===== src/rtl/host_bus_sequencer_pkg.sv =====
// Shared constants and types for the host bus sequencer.
// Register map, mode codes, status bits and FIFO entry layout.
package host_bus_sequencer_pkg;

  localparam logic [3:0] REG_MODE    = 4'd0;
  localparam logic [3:0] REG_DATA    = 4'd1;
  localparam logic [3:0] REG_STAT    = 4'd2;
  localparam logic [3:0] REG_ADDR_LO = 4'd3;
  localparam logic [3:0] REG_ADDR_HI = 4'd4;
  localparam logic [3:0] REG_CTRL    = 4'd5;

  localparam logic [7:0] MODE_0 = 8'd0;
  localparam logic [7:0] MODE_1 = 8'd1;
  localparam logic [7:0] MODE_2 = 8'd2;
  localparam logic [7:0] MODE_3 = 8'd3;

  localparam int ST_EMPTY = 0;
  localparam int ST_FULL  = 1;
  localparam int ST_OVF   = 2;

  localparam int ENTRY_W = 24;

  typedef struct packed {
    logic [15:0] addr;
    logic [7:0]  data;
  } scr_entry_t;

  function automatic logic [15:0] compose_addr(
    input logic [7:0] m,
    input logic [7:0] hi,
    input logic [7:0] lo
  );
    if (m == MODE_3)
      return {2'b00, hi, lo[5:0]};
    return {hi, lo};
  endfunction

endpackage


===== src/rtl/host_bus_sequencer_if.sv =====
// Host bus and screen RAM write port bundle.
// slave is the sequencer side, master the host/RAM side.
interface host_bus_sequencer_if;
  import host_bus_sequencer_pkg::*;

  logic        clk_ext1;
  logic        cs;
  logic        wren;
  logic [3:0]  rs;
  logic [7:0]  data_in;
  logic [7:0]  data_out;
  logic        data_oe;
  logic [7:0]  mode;
  logic        scr_wr_ready;
  logic        scr_wr_en;
  logic [15:0] scr_wr_addr;
  logic [7:0]  scr_wr_data;

  modport slave (
    input  clk_ext1, cs, wren, rs, data_in,
    input  scr_wr_ready,
    output data_out, data_oe, mode,
    output scr_wr_en, scr_wr_addr, scr_wr_data
  );

  modport master (
    output clk_ext1, cs, wren, rs, data_in,
    output scr_wr_ready,
    input  data_out, data_oe, mode,
    input  scr_wr_en, scr_wr_addr, scr_wr_data
  );

endinterface


===== src/rtl/host_bus_sequencer_fifo.sv =====
// Synchronous FIFO, power-of-two depth.
// A push while full succeeds only if a pop happens in the same cycle.
module sync_fifo #(
  parameter int W     = 24,
  parameter int DEPTH = 4
) (
  input  logic         clk,
  input  logic         rst_n,
  input  logic         i_push,
  input  logic [W-1:0] i_wdata,
  input  logic         i_pop,
  output logic [W-1:0] o_rdata,
  output logic         o_empty,
  output logic         o_full
);

  localparam int AW = $clog2(DEPTH);

  logic [W-1:0]  r_mem [DEPTH];
  logic [AW-1:0] r_wp;
  logic [AW-1:0] r_rp;
  logic [AW:0]   r_cnt;
  logic          w_push;
  logic          w_pop;

  assign o_empty = (r_cnt == '0);
  assign o_full  = (r_cnt == (AW+1)'(DEPTH));
  assign w_pop   = i_pop & ~o_empty;
  assign w_push  = i_push & (~o_full | w_pop);
  assign o_rdata = r_mem[r_rp];

  always_ff @(posedge clk) begin
    if (w_push)
      r_mem[r_wp] <= i_wdata;
  end

  always_ff @(posedge clk) begin
    if (!rst_n) begin
      r_wp  <= '0;
      r_rp  <= '0;
      r_cnt <= '0;
    end else begin
      if (w_push)
        r_wp <= r_wp + 1'b1;
      if (w_pop)
        r_rp <= r_rp + 1'b1;
      case ({w_push, w_pop})
        2'b10:   r_cnt <= r_cnt + 1'b1;
        2'b01:   r_cnt <= r_cnt - 1'b1;
        default: r_cnt <= r_cnt;
      endcase
    end
  end

endmodule


===== src/rtl/host_bus_sequencer.sv =====
// Host register file feeding a queued screen RAM writer.
// Host strobes are synchronized; commits on the falling host clock.
module host_bus_sequencer
  import host_bus_sequencer_pkg::*;
#(
  parameter int FIFO_DEPTH = 4
) (
  input logic                 clk,
  input logic                 rst_n,
  host_bus_sequencer_if.slave bus
);

  logic [1:0] r_ck_s;
  logic [1:0] r_cs_s;
  logic [1:0] r_we_s;
  logic [3:0] r_rs_s0;
  logic [3:0] r_rs_s1;
  logic       r_ck_d;

  logic [7:0] r_mode;
  logic [7:0] r_addr_lo;
  logic [7:0] r_addr_hi;
  logic [7:0] r_ctrl;
  logic [7:0] r_scr [16];
  logic       r_ovf;
  logic [7:0] r_dout;
  logic       r_oe;
  scr_entry_t r_hold;

  logic        w_commit;
  logic        w_wr;
  logic        w_push;
  logic        w_pop;
  logic        w_empty;
  logic        w_full;
  logic [15:0] w_addr;
  logic [15:0] w_next;
  logic [7:0]  w_inc_hi;
  logic [7:0]  w_inc_lo;
  logic [7:0]  w_status;
  logic [7:0]  w_rd;
  scr_entry_t  w_head;
  scr_entry_t  w_entry;

  assign w_commit = r_ck_d & ~r_ck_s[1] & ~r_cs_s[1];
  assign w_wr     = w_commit & ~r_we_s[1];
  assign w_push   = w_wr & (bus.rs == REG_DATA);
  assign w_pop    = rst_n & ~w_empty & bus.scr_wr_ready;

  assign w_addr   = compose_addr(r_mode, r_addr_hi, r_addr_lo);
  assign w_next   = w_addr + 16'd1;
  assign w_inc_hi = (r_mode == MODE_3) ? w_next[13:6] : w_next[15:8];
  assign w_inc_lo = (r_mode == MODE_3) ?
                    {r_addr_lo[7:6], w_next[5:0]} : w_next[7:0];

  assign w_entry.addr = w_addr;
  assign w_entry.data = bus.data_in;

  sync_fifo #(
    .W     (ENTRY_W),
    .DEPTH (FIFO_DEPTH)
  ) u_fifo (
    .clk     (clk),
    .rst_n   (rst_n),
    .i_push  (w_push),
    .i_wdata (w_entry),
    .i_pop   (w_pop),
    .o_rdata (w_head),
    .o_empty (w_empty),
    .o_full  (w_full)
  );

  always_comb begin
    w_status           = '0;
    w_status[ST_EMPTY] = w_empty;
    w_status[ST_FULL]  = w_full;
    w_status[ST_OVF]   = r_ovf;
  end

  always_comb begin
    w_rd = r_scr[r_rs_s1];
    case (r_rs_s1)
      REG_MODE:    w_rd = r_mode;
      REG_DATA:    w_rd = '0;
      REG_STAT:    w_rd = w_status;
      REG_ADDR_LO: w_rd = r_addr_lo;
      REG_ADDR_HI: w_rd = r_addr_hi;
      REG_CTRL:    w_rd = r_ctrl;
      default:     w_rd = r_scr[r_rs_s1];
    endcase
  end

  always_ff @(posedge clk) begin
    if (!rst_n) begin
      r_ck_s  <= '0;
      r_cs_s  <= '0;
      r_we_s  <= '0;
      r_rs_s0 <= '0;
      r_rs_s1 <= '0;
      r_ck_d  <= 1'b0;
      r_dout  <= '0;
      r_oe    <= 1'b0;
    end else begin
      r_ck_s  <= {r_ck_s[0], bus.clk_ext1};
      r_cs_s  <= {r_cs_s[0], bus.cs};
      r_we_s  <= {r_we_s[0], bus.wren};
      r_rs_s0 <= bus.rs;
      r_rs_s1 <= r_rs_s0;
      r_ck_d  <= r_ck_s[1];
      r_dout  <= w_rd;
      r_oe    <= r_ck_s[1] & ~r_cs_s[1] & r_we_s[1];
    end
  end

  always_ff @(posedge clk) begin
    if (!rst_n) begin
      r_mode    <= '0;
      r_addr_lo <= '0;
      r_addr_hi <= '0;
      r_ctrl    <= '0;
      r_ovf     <= 1'b0;
      for (int i = 0; i < 16; i++)
        r_scr[i] <= '0;
    end else begin
      if (w_wr) begin
        case (bus.rs)
          REG_MODE:    r_mode <= bus.data_in;
          REG_DATA: begin
            if (r_ctrl[0]) begin
              r_addr_hi <= w_inc_hi;
              r_addr_lo <= w_inc_lo;
            end
          end
          REG_STAT: begin
            if (bus.data_in[ST_OVF])
              r_ovf <= 1'b0;
          end
          REG_ADDR_LO: r_addr_lo <= bus.data_in;
          REG_ADDR_HI: r_addr_hi <= bus.data_in;
          REG_CTRL:    r_ctrl <= bus.data_in;
          default:     r_scr[bus.rs] <= bus.data_in;
        endcase
      end
      if (w_push & w_full & ~w_pop)
        r_ovf <= 1'b1;
    end
  end

  // Output port holds the last written entry between strobes
  always_ff @(posedge clk) begin
    if (!rst_n)
      r_hold <= '0;
    else if (w_pop)
      r_hold <= w_head;
  end

  assign bus.scr_wr_en   = w_pop;
  assign bus.scr_wr_addr = w_pop ? w_head.addr : r_hold.addr;
  assign bus.scr_wr_data = w_pop ? w_head.data : r_hold.data;
  assign bus.data_out    = r_dout;
  assign bus.data_oe     = r_oe;
  assign bus.mode        = r_mode;

endmodule


===== src/flat_wrapper.sv =====
// flat-port wrapper written by rule: the top's interface ports become plain ports
module host_bus_sequencer_flat import host_bus_sequencer_pkg::*;
#(
  parameter int FIFO_DEPTH = 4
)
  (clk, rst_n, bus_clk_ext1, bus_cs, bus_wren, bus_rs, bus_data_in, bus_scr_wr_ready, bus_data_out, bus_data_oe, bus_mode, bus_scr_wr_en, bus_scr_wr_addr, bus_scr_wr_data);
  host_bus_sequencer_if bus_i ();
  input logic clk;
  input logic rst_n;
  input wire logic [$bits(bus_i.clk_ext1)-1:0] bus_clk_ext1;
  input wire logic [$bits(bus_i.cs)-1:0] bus_cs;
  input wire logic [$bits(bus_i.wren)-1:0] bus_wren;
  input wire logic [$bits(bus_i.rs)-1:0] bus_rs;
  input wire logic [$bits(bus_i.data_in)-1:0] bus_data_in;
  input wire logic [$bits(bus_i.scr_wr_ready)-1:0] bus_scr_wr_ready;
  output wire logic [$bits(bus_i.data_out)-1:0] bus_data_out;
  output wire logic [$bits(bus_i.data_oe)-1:0] bus_data_oe;
  output wire logic [$bits(bus_i.mode)-1:0] bus_mode;
  output wire logic [$bits(bus_i.scr_wr_en)-1:0] bus_scr_wr_en;
  output wire logic [$bits(bus_i.scr_wr_addr)-1:0] bus_scr_wr_addr;
  output wire logic [$bits(bus_i.scr_wr_data)-1:0] bus_scr_wr_data;
  assign bus_i.clk_ext1 = bus_clk_ext1;
  assign bus_i.cs = bus_cs;
  assign bus_i.wren = bus_wren;
  assign bus_i.rs = bus_rs;
  assign bus_i.data_in = bus_data_in;
  assign bus_i.scr_wr_ready = bus_scr_wr_ready;
  assign bus_data_out = bus_i.data_out;
  assign bus_data_oe = bus_i.data_oe;
  assign bus_mode = bus_i.mode;
  assign bus_scr_wr_en = bus_i.scr_wr_en;
  assign bus_scr_wr_addr = bus_i.scr_wr_addr;
  assign bus_scr_wr_data = bus_i.scr_wr_data;
  host_bus_sequencer #(.FIFO_DEPTH(FIFO_DEPTH)) u_core (.clk(clk), .rst_n(rst_n), .bus(bus_i));
endmodule

===== config.mk =====
export PLATFORM = sky130hd
export DESIGN_NAME = host_bus_sequencer_flat
export DESIGN_NICKNAME = d
export VERILOG_FILES = /design/src/rtl/host_bus_sequencer_pkg.sv /design/src/rtl/host_bus_sequencer_if.sv /design/src/rtl/host_bus_sequencer_fifo.sv /design/src/rtl/host_bus_sequencer.sv /design/src/flat_wrapper.sv
export SDC_FILE = /design/constraint.sdc
export NUM_CORES = 1
export LEC_CHECK = 0
export ABC_AREA = 1
export BUFFER_PORTS_ARGS = -buffer_cell sky130_fd_sc_hd__buf_2
export CORE_MARGIN = 2
export CORE_UTILIZATION = 35
export DETAILED_ROUTE_END_ITERATION = 10
export GPL_TIMING_DRIVEN = 0
export PLACE_DENSITY = 0.51
export SYNTH_ARGS = -nofsm -noshare
export SYNTH_HDL_FRONTEND = slang
export SYNTH_SLANG_ARGS = --single-unit

===== constraint.sdc =====
create_clock -name clk -period 2.2 [get_ports clk]
set_input_delay 0.22 -clock clk [delete_from_list [all_inputs] [get_ports clk]]
set_output_delay 0.22 -clock clk [all_outputs]
set_load 0.005 [all_outputs]

Word-level counts from Yosys, hierarchy flattened
Memories as Yosys holds them, arrays and structs flattened. A register that Yosys moved wholly into a read port is not among the register bits.
Index checks and enable logic that the tools add are counted.
{ "word_totals": {"register_bits": 88, "ramBits": 224, "in_bits": 18, "output_inout_bits": 42, "n_memories": 2} }
{ "op_classes": {"add_sub_neg": 5, "n_eq_ne": 16, "muxes": 30, "bitwise_logic": 19, "n_reduce_logical": 17} }
{ "memory_table": {"columns": ["name", "depth", "width", "rd", "rd_ports_with_merged_regs", "wr", "line_no", "rtl"], "rows": [
  ["u_core.r_scr", 16, 8, 1, 1, 16, "host_bus_sequencer.sv:24", "logic [7:0] r_scr [16];"],
  ["u_core.u_fifo.r_mem", 4, 24, 1, 1, 1, "host_bus_sequencer_fifo.sv:19", "logic [W-1:0] r_mem [DEPTH];"]
]} }
{ "op_table": {"columns": ["operator", "n"], "rows": [
  ["two-way mux 16 bit", 3],
  ["two-way mux 8 bit", 6],
  ["case mux 8 bit (6 select lines)", 1],
  ["case mux 8 bit (2 select lines)", 2],
  ["adder 16 x 1 -> 16 bit (second input constant)", 1],
  ["== test 4 x 2 -> 1 bit (second input constant)", 4],
  ["== test 4 x 3 -> 1 bit (second input constant)", 4],
  ["two-way mux 1 bit", 13],
  ["AND 1 bit", 12],
  ["nonzero test 2 bit", 6],
  ["AND reduction 3 bit", 3],
  ["== test 4 x 1 -> 1 bit (second input constant)", 2],
  ["== test 8 x 2 -> 1 bit (second input constant)", 1],
  ["zero test 4 bit", 2],
  ["two-way mux 4 bit", 2],
  ["OR reduction 8 bit", 1],
  ["inverter 1 bit", 6],
  ["case mux 3 bit (2 select lines)", 1],
  ["OR reduction 6 bit", 1],
  ["adder 2 x 1 -> 2 bit (second input constant)", 2],
  ["two-way mux 2 bit", 2],
  ["AND reduction 2 bit", 2],
  ["AND reduction 4 bit", 1],
  ["adder 3 x 1 -> 3 bit (second input constant)", 1],
  ["8 further kinds", 8]
]} }

Logic depth before layout (Yosys ltp)
Gate-level depths: netlist of run 1.
{ "logic_depth": {"depth_word": 9, "ltp_mapped": 17} }

Cells and area by module
A second synthesis of run 1 with hierarchy kept.
{ "hier_totals": {"cells_unflattened": 1151, "area_unflattened_um2": 11417.2} }
{ "by_module_without_submodules": {"columns": ["module", "n_inst", "cells_per_inst", "area_per_inst_um2", "seq_area_each_um2"], "rows": [
  ["host_bus_sequencer", 1, 852, 7332.0, 4023.9],
  ["sync_fifo", 1, 299, 4085.2, 3062.9]
]} }

Least setup slack after synthesis of run 1
Ideal clock, no wire load.
{ "synth_timing": {"path_type": "reg-to-reg", "start": "register u_core.u_fifo.r_cnt[0]", "end": "memory u_core.u_fifo.r_mem[0][0] (enable)", "setup_ps": 405, "arrival_time_ps": 2067, "slack_ps": -271, "stages_incl_launch_ff": 8, "path_buffers": 1, "period_less_slack_ps": 2471, "path_cell_list": "dfxtp_1 -> nor3_1 -> inv_1 -> nand3_1 -> buf_2 -> a21oi_2 -> inv_1 -> nor2_1"} }
{ "synth_between": {"elab_chain_len": 9} }
{ "synth_lines": {"columns": ["element", "line_no", "rtl"], "rows": [
  ["from (decl)", "host_bus_sequencer_fifo.sv:22", "logic [AW:0] r_cnt;"],
  ["from (signal assigned)", "host_bus_sequencer_fifo.sv:48", "2'b10: r_cnt <= r_cnt + 1'b1;"],
  ["from (signal assigned)", "host_bus_sequencer_fifo.sv:49", "2'b01: r_cnt <= r_cnt - 1'b1;"],
  ["from (signal assigned)", "host_bus_sequencer_fifo.sv:50", "default: r_cnt <= r_cnt;"],
  ["zero test 3 bit", "host_bus_sequencer_fifo.sv:26", "assign o_empty = (r_cnt == '0);"],
  ["inverter 1 bit", "host_bus_sequencer_fifo.sv:28, host_bus_sequencer.sv:48", null],
  ["AND 1 bit (2 in a row)", "host_bus_sequencer.sv:48", "assign w_pop = rst_n & ~w_empty & bus.scr_wr_ready;"],
  ["AND 1 bit", "host_bus_sequencer_fifo.sv:28", "assign w_pop = i_pop & ~o_empty;"],
  ["bitwise OR 1 bit (*)", "host_bus_sequencer_fifo.sv:29", "assign w_push = i_push & (~o_full | w_pop);"],
  ["AND 1 bit (*)", "host_bus_sequencer_fifo.sv:29", null],
  ["two-way mux 1 bit (*)", "host_bus_sequencer_fifo.sv:33", "if (w_push)"],
  ["two-way mux 1 bit (not written as such) (*)", "host_bus_sequencer_fifo.sv:34", "r_mem[r_wp] <= i_wdata;"],
  ["to (decl)", "host_bus_sequencer_fifo.sv:19", null]
]} }
Every way passes the cells marked *; elsewhere a longest branch is shown, timed or not.

Worst setup path in the final report of run 1
{ "layout_timing": {"start": "register u_core.u_fifo.r_cnt[2]", "end": "output bus_scr_wr_data[1]"} }
{ "layout_between": {"elab_chain_len": 5} }
{ "layout_lines": {"columns": ["element", "line_no", "rtl"], "rows": [
  ["zero test 3 bit", "host_bus_sequencer_fifo.sv:26", null],
  ["inverter 1 bit", "host_bus_sequencer.sv:48", null],
  ["AND 1 bit (2 in a row)", "host_bus_sequencer.sv:48", null],
  ["two-way mux 8 bit", "host_bus_sequencer.sv:159", "assign bus.scr_wr_data = w_pop ? w_head.data : r_hold.data;"],
  ["to (decl)", "flat_wrapper.sv:21", "output wire logic [$bits(bus_i.scr_wr_data)-1:0] bus_scr_wr_data;"]
]} }
Every way passes these cells.

==> out/results.ini, run 1 <==
[logic_synthesis]
synth_simple_gate_area_share_pct=16.5
synth_area_per_cell_um2=10.0
synth_area_leader_cell=edfxtp_1
synthTopCellsByArea=edfxtp_1, dfxtp_1, nor2_1, o21ai_0, nand2_1
synthFlopType=edfxtp_1
synth_top_area_share_pct=46.9
synth_cell_types=47
yosys.area_share.adder_pct=0.733
synth_edf_count=176
synthArstFlopShare_pct=0
ys_seq_area_share_pct=62.9
ys_ff_latch=266
synth_top_family_by_area=simple AND/OR/NAND/NOR gates
muxShareOfSynthArea_pct=0
syn_area_um2=11300
synth_compound_area_share_pct=13.8
syn_inst=1123
synth_nets=1147
synthXorXnorAreaFrac_pct=0.311
ys_warn_count=0

[pwr]
p_int_w=0.00858
vdd_drop_max_mv=0.594
p_sw_share_pct=22.0
powerDensity_nw_per_um2=779
power_frac_comb_pct=3.9
p_sw_w=0.00242
seqPwrFrac_pct=48.9
power_frac_clock_pct=47.2
p_leak_nw=5.78

[sta]
rsz0062_at_grt=yes
period_needed_ns=2.31
hold_violations=0
fmaxAchievable_mhz=433
timing.final.ws_setup_ns=-0.108
finalCritPeriodShare_pct=105
slew_violations=0
worstMarginPinSlew_ns=0.840
setup_viol=24
slew_headroom_pct=44.0
fin_skew_ns=0.0187

[floorplan]
io-pin-count=60
die-area_um2=33600
fp.dieH_um=183
rows=65
die_w_um=183
core_area_um2=31600
start_util_pct=35.6

[global_routing]
antenna_found_initial=0
first_global_vias=8492
grt_max_degree=17
grt_usage_pct=19.9
grt_pass1_wl_mm=50.3
grt_overflow=0

[placement]
placed_area_um2=12100
hpwlAfterDp_mm=22.2
port_buffers=59
place_congestion=0.873
placedCellCount=1584

[routing]
ant_nets=0
via_per_inst=5.16
vias=8741
drt_iter0_markers=662
routed_wl_mm=33.5
wl_per_cell_um=19.8
drc=0
dr.pass1.iters=7

[cells_and_area]
multi_input_area_um2=3880
final_area_um2=14100
diodes=0
final_cells=1694
final_net_count=1291
drive_gt1_share_pct=24.2
nFillCells=3066
seqCellArea_um2=7100
syn_to_final_growth_pct=25.3

[run_status]
violations=negative setup slack
status=finished, violations left

[critical_path]
cp_cell_sequence=nor3_4 -> inv_2 -> nand3_4 -> inv_8 -> buf_6 -> or2_2 -> o21ai_2 -> inv_1 -> buf_2
cp-start-kind=flop
cpPeakStageDelay_ns=0.36
crit_fanout=7
crit_type=flop to output pin
cp.required_ns=1.98
crit_path_end_kind=output pin
cp.arrival_ns=2.09
slowest_stage=dfxtp_4

[clock_network]
root_buffer=clkbuf_16
clockBufferDepth=3
cts_sinks=266
clk_latency_ns=0.57
htreeDepth=1
clk_pin_slew_ns=0.06
cts_made_buffers=31
tritoncts=built

[flow_run]
max_cap_violations=0

[worst_hold_path]
min_path_type=input pin to flop

-- through the flow --
| step | utilization (%) | TNS, ns | hold WS, ns | setup slack (ns) | total power (W) |
|---|---|---|---|---|---|
| 2_1_floorplan | - | -26.05 | 0.318 | -0.271 | 0.00567 |
| 3_5_place_dp | 38.2 | -67.56 | 0.401 | -0.546 | 0.00585 |
| 4_1_cts | 43.9 | -2.35 | 0.0134 | -0.134 | 0.0111 |
| 6_report | 44.6 | -0.907 | 0.0373 | -0.108 | 0.0110 |
| 3_3_place_gp | 38.1 | -170.64 | 0.396 | -1.49 | 0.00585 |
| 5_1_grt | 44.6 | -3.57 | 0.00908 | -0.206 | 0.0113 |
-- state kept, by name (all words and copies together), names as in the netlist, named ones only --
register and count:
u_core.bus.data_out 8, u_core.u_fifo.r_cnt 3, u_core.u_fifo.r_wp 2, u_core.r_ctrl 8
u_core.r_ck_d 1, u_core.r_addr_lo 8, u_core.r_cs_s 2, u_core.u_fifo.r_rp 2
u_core.u_fifo.r_mem 96, u_core.r_rs_s0 4, u_core.r_addr_hi 8, u_core.r_we_s 2
u_core.r_ovf 1, u_core.bus.data_oe 1, u_core.r_hold 24, u_core.r_ck_s 2
u_core.r_rs_s1 4, u_core.bus.mode 8, u_core.r_scr 80
-- power groups by stage --
stage | clock network, W | logic, W | registers (W)
3_3_place_gp | 0 | 0.000363 | 0.00548
3_5_place_dp | 0 | 0.000365 | 0.00548
5_1_grt | 0.00547 | 0.000471 | 0.00538
4_1_cts | 0.00527 | 0.000413 | 0.00538
2_1_floorplan | 0 | 0.000198 | 0.00548
6_report | 0.00519 | 0.000430 | 0.00538
-- logic make-up after synthesis --
kind of cell               after synthesis
and+or+nand+nor                        416
xor gates and xnor gates                 4
buffers and inverters                  166
DFF                                    266
AOI/OAI and AO/OA                      265
adders and majority gates                6
-- timing repair --
| action | in CTS | in global routing |
|---|---|---|
| buffers inserted | 28 | 5 |
| hold buffers | 14 | 0 |
| hold endpoints to repair | 35 | 0 |
| pin swaps | 9 | 2 |
| gates cloned | 4 | 1 |
| endpoints found under the setup margin | 169 | 115 |
| gates resized for setup | 117 | 67 |
-- cell type report --
type                       instances  share of cell area [%]
multi-input combinational        695                    27.5
tap                              402                    3.56
sequential                       266                    50.3
timing repair buffer             107                    5.75
clock buffer                      42                    6.08
inverter                         113                    3.09
clock inverter                    16                    1.24
buffer                            53                    2.43
-- routing by layer --
layer | vias to the layer above | routed length (µm) | global-route usage [%]
met5 | - | 0 | 0
met4 | 0 | 793 | 5.60
li1 | 4186 | - | -
met1 | 4284 | 15400 | 28.4
met2 | 221 | 15400 | 31.5
met3 | 50 | 1850 | 2.78
-- cells in the final DEF, fill, tap and decap left out, drive strengths merged, types with 3 or more instances in the layout --
master / Yosys / final
o21ai: 119 / 119
nand3: 40 / 40
edfxtp: 176 / 176
nand4: 9 / 9
ha: 5 / 5
nor2: 192 / 196
or2: 24 / 24
a31oi: 14 / 14
o2111ai: 4 / 4
a22o: 8 / 8
bufinv: 0 / 3
clkbuf: 44 / 87
a221oi: 5 / 5
o22ai: 29 / 29
buf: 9 / 101
o221ai: 5 / 5
a22oi: 10 / 10
nand2: 145 / 145
inv: 112 / 114
nor3: 5 / 5
clkinv: 1 / 10
dfxtp: 90 / 90
a21oi: 58 / 58
a41oi: 3 / 3
dlygate4sd3: 0 / 14
-- worst max-delay path: cells and delay by family, from the launching register on --
family          cells  cell delay (ns)
compound gates      1             0.08
simple gates        3             0.64
buf+inv             5             0.44
flops               1             0.36
-- final timing paths --
kind,end,cells past startpoint,startpoint,slack (ns)
max reg2reg,u_core.bus.data_out[7]$_SDFF_PN0_,6,u_core.r_rs_s1[1]$_SDFF_PN0_,0.11
max,bus_scr_wr_data[1],9,u_core.u_fifo.r_cnt[2]$_SDFFE_PN0P_,-0.11
min reg2reg,u_core.r_cs_s[1]$_SDFF_PN0_,2,u_core.r_cs_s[0]$_SDFF_PN0_,0.41
min,u_core.u_fifo.r_mem[1][1]$_DFFE_PP_,1,bus_data_in[1],0.04
-- cells in the mapped netlist, types with 4 or more instances --
library cell	instances
nand2_2	13
inv_2	9
a21oi_2	5
nand3_1	38
clkbuf_1	44
o2111ai_1	4
nand2_1	126
a22oi_1	10
o21ai_1	4
a22o_1	8
a21oi_1	53
o22ai_1	29
o221ai_1	5
nor2_1	185
a221oi_1	5
nand4_1	9
nand2_4	6
edfxtp_1	176
buf_2	6
ha_1	5
dfxtp_1	90
a31oi_1	14
or2_2	24
o21ai_0	113
inv_1	103
Note: power is estimated with default switching activity, not from simulation.
==> inputs of run 2 (changes only) <==
- CORE_ASPECT_RATIO: default -> 0.9
- SKIP_CTS_REPAIR_TIMING: default -> 1
==> out/results.ini, run 2 (synthesized netlist as in run 1, its figures left out) <==
[run_status]
status=finished, violations left
violations=negative setup slack

[clock_network]
root_buffer=clkbuf_16
clockBufferDepth=3
cts_made_buffers=30
cts_sinks=266
clk_pin_slew_ns=0.06
tritoncts=built
clk_latency_ns=0.58
htreeDepth=1

[worst_hold_path]
min_path_cells=1
min_path_type=input pin to flop

[floorplan]
die-area_um2=33600
rows=62
io-pin-count=60
die_w_um=193
core_area_um2=31800
start_util_pct=35.4
fp.dieH_um=174

[cells_and_area]
drive_gt1_share_pct=22.3
top_regs=u_core.u_fifo.r_mem: 96 flops, u_core.r_scr: 80 flops, u_core.r_hold: 24 flops
final_net_count=1276
final_cell_mix=nor2_1, edfxtp_1, nand2_1
top_register=u_core.u_fifo.r_mem
multi_input_area_um2=3780
syn_to_final_growth_pct=22.6
seqCellArea_um2=7100
diodes=0
final_common_cell=nor2_1
largest_reg_flops=96
final_area_um2=13800
nFillCells=3087

[critical_path]
slowest_stage=dfxtp_4
cp.arrival_ns=2.16
cpPeakStageDelay_ns=0.36
cp_cell_sequence=nor3_4 -> inv_2 -> nand3_4 -> clkinv_8 -> clkbuf_16 -> or2_4 -> o21ai_2 -> inv_1 -> buf_2
crit_path_end_kind=output pin
cp-start-kind=flop
cp.required_ns=1.98
reg2regPathDepth=9
crit_fanout=7
crit_type=flop to output pin

[placement]
place_congestion=0.870
placed_area_um2=12100
port_buffers=59
hpwlAfterDp_mm=22.2

[pwr]
power_frac_clock_pct=44.9
power.total_w=0.0105
p_leak_nw=5.66
p_int_w=0.00814
p_sw_w=0.00238
vdd_drop_max_mv=0.663
powerDensity_nw_per_um2=761
seqPwrFrac_pct=51.1
power_frac_comb_pct=3.9
p_sw_share_pct=22.6

[routing]
vias=8659
via_per_inst=5.12
ant_nets=0
dr.pass1.iters=5
drc=0
routed_wl_mm=33.0
drt_iter0_markers=728
wl_per_cell_um=19.5

[sta]
fin_skew_ns=0.0352
fin_hold_ws_ns=0.0467
worstMarginPinSlew_ns=0.895
period_needed_ns=2.38
setup_viol=85
rsz0062_at_grt=yes
hold_violations=0
fmaxAchievable_mhz=420
finalCritPeriodShare_pct=108
slew_violations=0
slew_headroom_pct=40.3
timing.final.ws_setup_ns=-0.181

[global_routing]
grt_pass1_wl_mm=47.7
antenna_found_initial=0
grt_usage_pct=18.8
grt_max_degree=25
grt_overflow=0
first_global_vias=7952

[flow_run]
max_cap_violations=0

-- run 2: cell count changes in the layout (fill, tap and decap cells not counted), sizes merged --
cell and change:
clkinv +3, nor2 -1, buf -9, bufinv -2
clkinvlp +4, inv -3, clkbuf -8
-- run 2: worst paths after layout --
check | startpoint | endpoint | slack (ns)
worst max-delay path | u_core.u_fifo.r_cnt[1]$_SDFFE_PN0P_ | bus_scr_wr_addr[9] | -0.18
worst min-delay path | bus_data_in[1] | u_core.u_fifo.r_mem[1][1]$_DFFE_PP_ | 0.05
worst max register to register | u_core.u_fifo.r_cnt[2]$_SDFFE_PN0P_ | u_core.u_fifo.r_mem[0][10]$_DFFE_PP_ | -0.05
worst min register to register | u_core.r_rs_s0[0]$_SDFF_PN0_ | u_core.r_rs_s1[0]$_SDFF_PN0_ | 0.41
-- run 2: through the flow --
step                      setup TNS, ns  utilization [%]  cells  worst slack, ns
after global routing             -16.02             43.4   1692           -0.256
final                             -5.24             43.4   1692           -0.181
after floorplan                  -26.05                -   1123           -0.271
after detailed placement         -67.10             38.1   1599           -0.539
after CTS                        -59.19             41.0   1655            -1.15
after global placement          -169.75             38.0   1598            -1.49
-- run 2: area by class of cell --
class,count,share of cell area (%)
Timing Repair inverter,1,0.0362
Multi-Input combinational cell,694,27.4
Tap cell,416,3.77
Timing Repair Buffer,93,5.27
Buffer,53,2.18
Clock buffer,39,5.75
Sequential cell,266,51.4
Inverter,113,3.20
Clock inverter,17,0.969
-- run 2: metal layers --
layer / part of all wire [%] / wire length [µm] / GRT usage, %
met1: 46 / 15300 / 27.9
met2: 44 / 14600 / 28.3
met3: 7.1 / 2350 / 3.15
met4: 2.4 / 778 / 5.08
met5: 0 / 0 / 0
-- run 2: worst max-delay path, delay by kind of cell, from the launching register on --
family / cells / cell delay [ns]
DFF: 1 / 0.36
and+or+nand+nor: 3 / 0.61
AOI/OAI and AO/OA: 1 / 0.06
buffers and inverters: 5 / 0.55
-- run 2: power groups by stage --
stage	registers, W	logic, W	clock network [W]
after floorplan	0.00548	0.000198	0
after global placement	0.00548	0.000361	0
after detailed placement	0.00548	0.000364	0
after CTS	0.00538	0.000364	0.00481
after global routing	0.00538	0.000450	0.00500
final	0.00538	0.000413	0.00473
